File: src/rtl/mod_mem_arbiter_if.sv
// Bus bundle for mod_mem_arbiter: instruction port, data port and memory port.
// slave  : the arbiter's view (requests and m_rdata in, acks/valids/memory strobes out).
// master : the view of whoever drives the CPU requests and models the memory.
interface mod_mem_arbiter_if #(
  parameter int unsigned ADDR_W = 32,
  parameter int unsigned DATA_W = 32
) ();
  // Instruction-fetch port
  logic              i_req;
  logic [ADDR_W-1:0] i_addr;
  logic              i_ack;
  logic              i_valid;
  logic [DATA_W-1:0] i_rdata;
  // Data-access port
  logic              d_req;
  logic              d_we;
  logic [ADDR_W-1:0] d_addr;
  logic [DATA_W-1:0] d_wdata;
  logic              d_ack;
  logic              d_valid;
  logic [DATA_W-1:0] d_rdata;
  // Memory port
  logic              m_en;
  logic              m_we;
  logic [ADDR_W-1:0] m_addr;
  logic [DATA_W-1:0] m_wdata;
  logic [DATA_W-1:0] m_rdata;

  modport slave (
    input  i_req, i_addr, d_req, d_we, d_addr, d_wdata, m_rdata,
    output i_ack, i_valid, i_rdata, d_ack, d_valid, d_rdata,
    output m_en, m_we, m_addr, m_wdata
  );

  modport master (
    output i_req, i_addr, d_req, d_we, d_addr, d_wdata, m_rdata,
    input  i_ack, i_valid, i_rdata, d_ack, d_valid, d_rdata,
    input  m_en, m_we, m_addr, m_wdata
  );
endinterface

File: src/rtl/mod_mem_arbiter.sv
// mod_mem_arbiter: shares one single-port synchronous-read memory between the
// instruction-fetch and data-access ports. One access in flight at a time:
// IDLE/RESP arbitrate -> ISSUE (m_en + ack) -> WAIT (MEM_LAT cycles) -> RESP (valid).
// All outputs are registered.
// Optional: define MEM_ARB_RR_EN for strict two-way round-robin instead of
// fixed data priority with instruction starvation protection.
module mod_mem_arbiter #(
  parameter int unsigned ADDR_W     = 32,
  parameter int unsigned DATA_W     = 32,
  parameter int unsigned MEM_LAT    = 1,
  parameter int unsigned STARVE_MAX = 4
) (
  input  logic               clk,
  input  logic               rst,
  mod_mem_arbiter_if.slave   bus
);

  typedef enum logic [1:0] {StIdle, StIssue, StWait, StResp} state_e;

  localparam int unsigned     CNT_W    = (MEM_LAT > 1) ? $clog2(MEM_LAT) : 1;
  localparam logic [CNT_W-1:0] LAT_LOAD = CNT_W'(MEM_LAT - 1);

  state_e              r_state, w_state_d;
  logic                r_owner, w_owner_d;     // 1 = data port owns the access
  logic                r_we, w_we_d;
  logic [ADDR_W-1:0]   r_addr, w_addr_d;
  logic [DATA_W-1:0]   r_wdata, w_wdata_d;
  logic [CNT_W-1:0]    r_cnt, w_cnt_d;
  logic                r_m_en, w_m_en_d;
  logic                r_i_ack, w_i_ack_d;
  logic                r_d_ack, w_d_ack_d;
  logic                r_i_valid, w_i_valid_d;
  logic                r_d_valid, w_d_valid_d;
  logic [DATA_W-1:0]   r_i_rdata, w_i_rdata_d;
  logic [DATA_W-1:0]   r_d_rdata, w_d_rdata_d;
  logic                w_d_wins;

`ifdef MEM_ARB_RR_EN
  logic                r_last, w_last_d;       // 1 = data won the last arbitration
`else
  localparam int unsigned      STV_W   = $clog2(STARVE_MAX + 1);
  localparam logic [STV_W-1:0] STV_MAX = STV_W'(STARVE_MAX);
  logic [STV_W-1:0]    r_starve, w_starve_d;
`endif

  // Next-state, arbitration and registered-output decode
  always_comb begin
    w_state_d   = r_state;
    w_owner_d   = r_owner;
    w_we_d      = r_we;
    w_addr_d    = r_addr;
    w_wdata_d   = r_wdata;
    w_cnt_d     = r_cnt;
    w_m_en_d    = 1'b0;
    w_i_ack_d   = 1'b0;
    w_d_ack_d   = 1'b0;
    w_i_valid_d = 1'b0;
    w_d_valid_d = 1'b0;
    w_i_rdata_d = r_i_rdata;
    w_d_rdata_d = r_d_rdata;
`ifdef MEM_ARB_RR_EN
    w_last_d    = r_last;
    // On a tie the port that did not win last time goes first
    w_d_wins    = bus.d_req && !(bus.i_req && r_last);
`else
    w_starve_d  = r_starve;
    // Data has priority unless the instruction port has lost STARVE_MAX times in a row
    w_d_wins    = bus.d_req && !(bus.i_req && (r_starve == STV_MAX));
`endif

    unique case (r_state)
      StIdle, StResp: begin
        if (bus.i_req || bus.d_req) begin
          w_state_d = StIssue;
          w_owner_d = w_d_wins;
          w_m_en_d  = 1'b1;
          if (w_d_wins) begin
            w_we_d    = bus.d_we;
            w_addr_d  = bus.d_addr;
            w_wdata_d = bus.d_wdata;
            w_d_ack_d = 1'b1;
          end else begin
            w_we_d    = 1'b0;
            w_addr_d  = bus.i_addr;
            w_wdata_d = '0;
            w_i_ack_d = 1'b1;
          end
`ifdef MEM_ARB_RR_EN
          w_last_d = w_d_wins;
`else
          if (!w_d_wins) begin
            w_starve_d = '0;
          end else if (bus.i_req && (r_starve != STV_MAX)) begin
            w_starve_d = r_starve + 1'b1;
          end
`endif
        end else begin
          w_state_d = StIdle;
        end
      end
      StIssue: begin
        w_cnt_d   = LAT_LOAD;
        w_state_d = StWait;
      end
      StWait: begin
        if (r_cnt == '0) begin
          // This edge ends cycle ISSUE+MEM_LAT: m_rdata is valid now
          w_state_d = StResp;
          if (r_owner) begin
            w_d_valid_d = 1'b1;
            w_d_rdata_d = r_we ? '0 : bus.m_rdata;
          end else begin
            w_i_valid_d = 1'b1;
            w_i_rdata_d = bus.m_rdata;
          end
        end else begin
          w_cnt_d = r_cnt - 1'b1;
        end
      end
      default: w_state_d = StIdle;
    endcase
  end

  // State and output registers; reset abandons any access in flight
  always_ff @(posedge clk or negedge rst) begin
    if (!rst) begin
      r_state   <= StIdle;
      r_owner   <= 1'b0;
      r_we      <= 1'b0;
      r_addr    <= '0;
      r_wdata   <= '0;
      r_cnt     <= '0;
      r_m_en    <= 1'b0;
      r_i_ack   <= 1'b0;
      r_d_ack   <= 1'b0;
      r_i_valid <= 1'b0;
      r_d_valid <= 1'b0;
      r_i_rdata <= '0;
      r_d_rdata <= '0;
`ifdef MEM_ARB_RR_EN
      r_last    <= 1'b1;
`else
      r_starve  <= '0;
`endif
    end else begin
      r_state   <= w_state_d;
      r_owner   <= w_owner_d;
      r_we      <= w_we_d;
      r_addr    <= w_addr_d;
      r_wdata   <= w_wdata_d;
      r_cnt     <= w_cnt_d;
      r_m_en    <= w_m_en_d;
      r_i_ack   <= w_i_ack_d;
      r_d_ack   <= w_d_ack_d;
      r_i_valid <= w_i_valid_d;
      r_d_valid <= w_d_valid_d;
      r_i_rdata <= w_i_rdata_d;
      r_d_rdata <= w_d_rdata_d;
`ifdef MEM_ARB_RR_EN
      r_last    <= w_last_d;
`else
      r_starve  <= w_starve_d;
`endif
    end
  end

  assign bus.m_en    = r_m_en;
  assign bus.m_we    = r_we;
  assign bus.m_addr  = r_addr;
  assign bus.m_wdata = r_wdata;
  assign bus.i_ack   = r_i_ack;
  assign bus.d_ack   = r_d_ack;
  assign bus.i_valid = r_i_valid;
  assign bus.d_valid = r_d_valid;
  assign bus.i_rdata = r_i_rdata;
  assign bus.d_rdata = r_d_rdata;

endmodule

File: src/flat_wrapper.sv
// flat-port wrapper written by rule: the top's interface ports become plain ports
module mod_mem_arbiter_flat 
#(
  parameter int unsigned ADDR_W     = 32,
  parameter int unsigned DATA_W     = 32,
  parameter int unsigned MEM_LAT    = 1,
  parameter int unsigned STARVE_MAX = 4
)
  (clk, rst, bus_i_req, bus_i_addr, bus_d_req, bus_d_we, bus_d_addr, bus_d_wdata, bus_m_rdata, bus_i_ack, bus_i_valid, bus_i_rdata, bus_d_ack, bus_d_valid, bus_d_rdata, bus_m_en, bus_m_we, bus_m_addr, bus_m_wdata);
  mod_mem_arbiter_if #(.ADDR_W(ADDR_W), .DATA_W(DATA_W)) bus_i ();
  input  logic clk;
  input  logic rst;
  input wire logic [$bits(bus_i.i_req)-1:0] bus_i_req;
  input wire logic [$bits(bus_i.i_addr)-1:0] bus_i_addr;
  input wire logic [$bits(bus_i.d_req)-1:0] bus_d_req;
  input wire logic [$bits(bus_i.d_we)-1:0] bus_d_we;
  input wire logic [$bits(bus_i.d_addr)-1:0] bus_d_addr;
  input wire logic [$bits(bus_i.d_wdata)-1:0] bus_d_wdata;
  input wire logic [$bits(bus_i.m_rdata)-1:0] bus_m_rdata;
  output wire logic [$bits(bus_i.i_ack)-1:0] bus_i_ack;
  output wire logic [$bits(bus_i.i_valid)-1:0] bus_i_valid;
  output wire logic [$bits(bus_i.i_rdata)-1:0] bus_i_rdata;
  output wire logic [$bits(bus_i.d_ack)-1:0] bus_d_ack;
  output wire logic [$bits(bus_i.d_valid)-1:0] bus_d_valid;
  output wire logic [$bits(bus_i.d_rdata)-1:0] bus_d_rdata;
  output wire logic [$bits(bus_i.m_en)-1:0] bus_m_en;
  output wire logic [$bits(bus_i.m_we)-1:0] bus_m_we;
  output wire logic [$bits(bus_i.m_addr)-1:0] bus_m_addr;
  output wire logic [$bits(bus_i.m_wdata)-1:0] bus_m_wdata;
  assign bus_i.i_req = bus_i_req;
  assign bus_i.i_addr = bus_i_addr;
  assign bus_i.d_req = bus_d_req;
  assign bus_i.d_we = bus_d_we;
  assign bus_i.d_addr = bus_d_addr;
  assign bus_i.d_wdata = bus_d_wdata;
  assign bus_i.m_rdata = bus_m_rdata;
  assign bus_i_ack = bus_i.i_ack;
  assign bus_i_valid = bus_i.i_valid;
  assign bus_i_rdata = bus_i.i_rdata;
  assign bus_d_ack = bus_i.d_ack;
  assign bus_d_valid = bus_i.d_valid;
  assign bus_d_rdata = bus_i.d_rdata;
  assign bus_m_en = bus_i.m_en;
  assign bus_m_we = bus_i.m_we;
  assign bus_m_addr = bus_i.m_addr;
  assign bus_m_wdata = bus_i.m_wdata;
  mod_mem_arbiter #(.ADDR_W(ADDR_W), .DATA_W(DATA_W), .MEM_LAT(MEM_LAT), .STARVE_MAX(STARVE_MAX)) u_core (.clk(clk), .rst(rst), .bus(bus_i));
endmodule
File: config.mk
export PLATFORM = sky130hd
export DESIGN_NAME = mod_mem_arbiter_flat
export DESIGN_NICKNAME = d
export VERILOG_FILES = /design/src/rtl/mod_mem_arbiter_if.sv /design/src/rtl/mod_mem_arbiter.sv /design/src/flat_wrapper.sv
export SDC_FILE = /design/constraint.sdc
export NUM_CORES = 1
export LEC_CHECK = 0
export ABC_AREA = 0
export CORE_MARGIN = 1
export CORE_UTILIZATION = 41
export DETAILED_ROUTE_END_ITERATION = 6
export PLACE_DENSITY = 0.8
export SYNTH_ARGS = -nofsm -noshare
export SYNTH_HDL_FRONTEND = slang
export SYNTH_SLANG_ARGS = --single-unit
File: constraint.sdc
create_clock -name clk -period 1.87 [get_ports clk]
set_input_delay 0.374 -clock clk [delete_from_list [all_inputs] [get_ports clk]]
set_output_delay 0.374 -clock clk [all_outputs]
set_load 0.01 [all_outputs]
==> impl_metrics.xml <==
<?xml version="1.0" encoding="UTF-8"?>
<metrics>
  <group name="pwr">
    <metric name="powerDensity" unit="nW/um2">1770</metric>
    <metric name="sw_pwr" unit="uW">5690</metric>
    <metric name="pwr-share-seq" unit="%">31.7</metric>
    <metric name="vdd.ir_drop.worst" unit="uV">1020</metric>
    <metric name="power_switching_share" unit="%">34.4</metric>
    <metric name="clkPwrFrac" unit="%">20.4</metric>
    <metric name="static_leakage_power" unit="uW">0.00400</metric>
    <metric name="cellInternalPower" unit="uW">10900</metric>
    <metric name="comb_power_share" unit="%">47.9</metric>
    <metric name="p_total" unit="uW">16500</metric>
  </group>
  <group name="setup_path">
    <metric name="critPathArrivalTime" unit="ps">1360</metric>
    <metric name="worstPathCellList" unit="">clkdlybuf4s50_1</metric>
    <metric name="setup.reg_to_reg.worst_slack" unit="ps">190</metric>
    <metric name="worst_r2r_startpoint" unit="">u_core.r_state[1]</metric>
    <metric name="slowest_stage" unit="">clkdlybuf4s50_1</metric>
    <metric name="r2r-end" unit="">u_core.bus.m_addr[28]</metric>
    <metric name="cp-start-kind" unit="">flop</metric>
    <metric name="cp_top_delay_family" unit="">buffers and inverters</metric>
    <metric name="end_kind" unit="">primary output</metric>
    <metric name="critPathKind" unit="">flop to primary output</metric>
    <metric name="slowest_delay" unit="ps">580</metric>
    <metric name="ff2ff_path_depth" unit="">5</metric>
    <metric name="crit_path_max_fanout" unit="">2</metric>
    <metric name="cp_data_required_time" unit="ps">1500</metric>
    <metric name="timing.critical_path.buf_inv" unit="">1</metric>
  </group>
  <group name="yosys">
    <metric name="yosys_register_bits" unit="">140</metric>
    <metric name="synth_area" unit="um2">5730</metric>
    <metric name="synth_sequential_area_ratio" unit="%">61.1</metric>
    <metric name="syn_avg_cell_area" unit="um2">10.9</metric>
    <metric name="mappedNetlistNets" unit="">662</metric>
    <metric name="netlist_instances" unit="">526</metric>
    <metric name="synth-warning-count" unit="">0</metric>
    <metric name="synth_cell_type_count" unit="">26</metric>
  </group>
  <group name="route">
    <metric name="first_iter_violations" unit="">281</metric>
    <metric name="route.detailed.vias_per_inst" unit="">5.10</metric>
    <metric name="detail_route.first_pass.iterations" unit="">5</metric>
    <metric name="ant_nets" unit="">0</metric>
    <metric name="drc" unit="">0</metric>
    <metric name="wire_per_inst" unit="um">17.2</metric>
    <metric name="route.final.wire_length" unit="um">16900</metric>
    <metric name="num_vias" unit="">5023</metric>
  </group>
  <group name="floorplanning">
    <metric name="die_h" unit="um">120</metric>
    <metric name="dieWidth" unit="um">120</metric>
    <metric name="coreArea" unit="um2">13500</metric>
    <metric name="floorplan_row_count" unit="">42</metric>
    <metric name="design.die.area" unit="um2">14500</metric>
    <metric name="floorplan.initialDensity" unit="%">42.6</metric>
    <metric name="ios" unit="">267</metric>
  </group>
  <group name="final_layout">
    <metric name="final_layout_size_suffix_gt1_share" unit="%">11.1</metric>
    <metric name="finalNetCount" unit="">932</metric>
    <metric name="antenna_cells" unit="">0</metric>
    <metric name="final.fill_count" unit="">1019</metric>
    <metric name="most_common_library_cell_in_the_layout_ignoring_fill_and_taps" unit="">clkdlybuf4s50_1</metric>
    <metric name="most-common-layout-cells" unit="">clkdlybuf4s50_1 (265), dfrtp_1 (140), nand2_1 (128), o21ai_0 (63), nand2b_1 (33)</metric>
    <metric name="seq_area" unit="um2">3500</metric>
    <metric name="layout-area-overhead-vs-synth" unit="%">62.7</metric>
    <metric name="multi_input_area" unit="um2">2030</metric>
  </group>
  <group name="global_routing">
    <metric name="first_global_vias" unit="">5164</metric>
    <metric name="antenna_found_initial" unit="">0</metric>
    <metric name="grt.overflow.total" unit="">0</metric>
    <metric name="total_global_routing_track_utilization" unit="%">24.0</metric>
    <metric name="grt_pass1_wl" unit="um">26600</metric>
    <metric name="grt_max_degree" unit="">48</metric>
  </group>
  <group name="clocking">
    <metric name="postCtsResizedCells" unit="">0</metric>
    <metric name="clock_sink_count" unit="">140</metric>
    <metric name="cts_max_path_buffers" unit="">2</metric>
    <metric name="number_of_clock_buffers_inserted_by_tritoncts" unit="">17</metric>
    <metric name="clock_insertion_delay_worst_skew" unit="ps">410</metric>
    <metric name="cts_setup_buffers" unit="">0</metric>
    <metric name="tritoncts" unit="">done</metric>
    <metric name="postCtsHoldBufs" unit="">1</metric>
    <metric name="htree_num_levels" unit="">4</metric>
    <metric name="clockRootBuffer" unit="">clkbuf_16</metric>
    <metric name="worst_setup_hold_path_clk_slew" unit="ps">60</metric>
  </group>
  <group name="timing">
    <metric name="period_share" unit="%">92.8</metric>
    <metric name="final-setup-viol-count" unit="">0</metric>
    <metric name="timing.final.hold_violations" unit="">0</metric>
    <metric name="slew_headroom" unit="%">73.3</metric>
    <metric name="maxSlewViolCount" unit="">0</metric>
    <metric name="max_freq" unit="MHz">576</metric>
    <metric name="final_critical_path_setup_slack" unit="ps">135</metric>
    <metric name="grt_setup_unrepaired" unit="">no</metric>
    <metric name="finalClockSkew" unit="ps">8.78</metric>
    <metric name="setup-tns-final" unit="ps">0</metric>
    <metric name="min_period" unit="ps">1730</metric>
    <metric name="max_slew.worst_pin.slew" unit="ps">401</metric>
  </group>
  <group name="place">
    <metric name="detailed_place_hpwl" unit="um">12300</metric>
    <metric name="detailedPlace.worstSlack" unit="ps">-34.4</metric>
    <metric name="port_buffer_count" unit="">266</metric>
    <metric name="gp_congestion" unit="">0.816</metric>
  </group>
  <group name="outcome">
    <metric name="run_status" unit="">finished clean</metric>
  </group>
  <group name="worst_hold_path">
    <metric name="timing.hold.worst.class" unit="">primary input to async pin</metric>
  </group>
  <group name="flow_run">
    <metric name="max_capacitance_violation_total" unit="">0</metric>
  </group>
</metrics>
## synth_stat cells (all sizes together)
library cell	n	area share [%]
dfrtp	140	61
nand2	129	8.4
o21ai	69	6.1
nand2b	33	3.6
mux2	32	6.3
clkbuf	20	1.3
and2	19	2.1
a221o	18	3.1
buf	18	1.9
nand4	16	1.7
o211ai	14	1.8
inv	7	0.46
ha	3	0.66
a21o	2	0.26
nand3	2	0.39
a21oi	1	0.15
a22o	1	0.15
and3	1	0.20
nor3b	1	0.13
## cell type report
class	instances	area share, %
clock inverter	13	1.80
tap	176	2.36
clock buffer	18	4.60
multi-input combinational	341	21.7
inverter	7	0.282
timing repair buffer	289	31.7
sequential	140	37.6
## sequential cells by signal (all words and copies together), names as in the netlist
signal and flops:
u_core.r_owner 1, u_core.r_starve 3, u_core.bus.d_ack 1, u_core.bus.m_addr 32, u_core.bus.i_valid 1, u_core.bus.d_rdata 32
u_core.bus.m_we 1, u_core.bus.m_wdata 32, u_core.bus.i_ack 1, u_core.r_state 2, u_core.bus.i_rdata 32, u_core.bus.m_en 1
u_core.bus.d_valid 1
## metrics by stage
stage / std cells / hold WS (ps) / util [%] / area (um2)
final: 984 / 461 / 69.3 / 9320
after global routing: 984 / 474 / 69.3 / 9320
after CTS: 984 / 457 / 69.3 / 9320
after detailed placement: 952 / 317 / 64.8 / 8720
after global placement: 952 / 316 / 64.8 / 8720
after floorplan: 526 / 78.4 / - / 5730
## layer usage
metal	vias to the layer above	GRT usage [%]	part of all wire, %
met5	-	0	0
met4	0	7.95	2.2
met3	29	6.98	7.7
met2	252	42.3	52
met1	2410	28.0	38
li1	2332	-	-
## power groups by stage
stage                     Clock (uW)  Sequential [uW]  Combinational (uW)
after CTS                       3440             5250                8000
after global placement             0             5170                7670
after detailed placement           0             5250                7950
after global routing            3590             5390                8570
after floorplan                    0             5770                3180
final                           3380             5240                7920
## worst max path at each step
stage                     cells after the start  slack [ps]                      to                    from
final                                         1         140         bus_d_rdata[25]  u_core.bus.d_rdata[25]
after floorplan                               6         330   u_core.bus.m_addr[14]      u_core.r_starve[0]
after global placement                        4          50   u_core.bus.m_addr[25]               bus_i_req
after detailed placement                      5         -30   u_core.bus.m_addr[19]               bus_i_req
after CTS                                     1         120          bus_m_addr[31]   u_core.bus.m_addr[31]
after global routing                          6          60  u_core.bus.m_wdata[14]       u_core.r_state[1]
## kinds of logic after synthesis
group                      share of synthesized area [%]
adders and majority gates                          0.655
buffers and inverters                               3.69
AOI/OAI and AO/OA                                   11.6
muxes                                               6.29
DFF                                                 61.1
and+or+nand+nor                                     16.6
(Power assumes the default switching activity.)
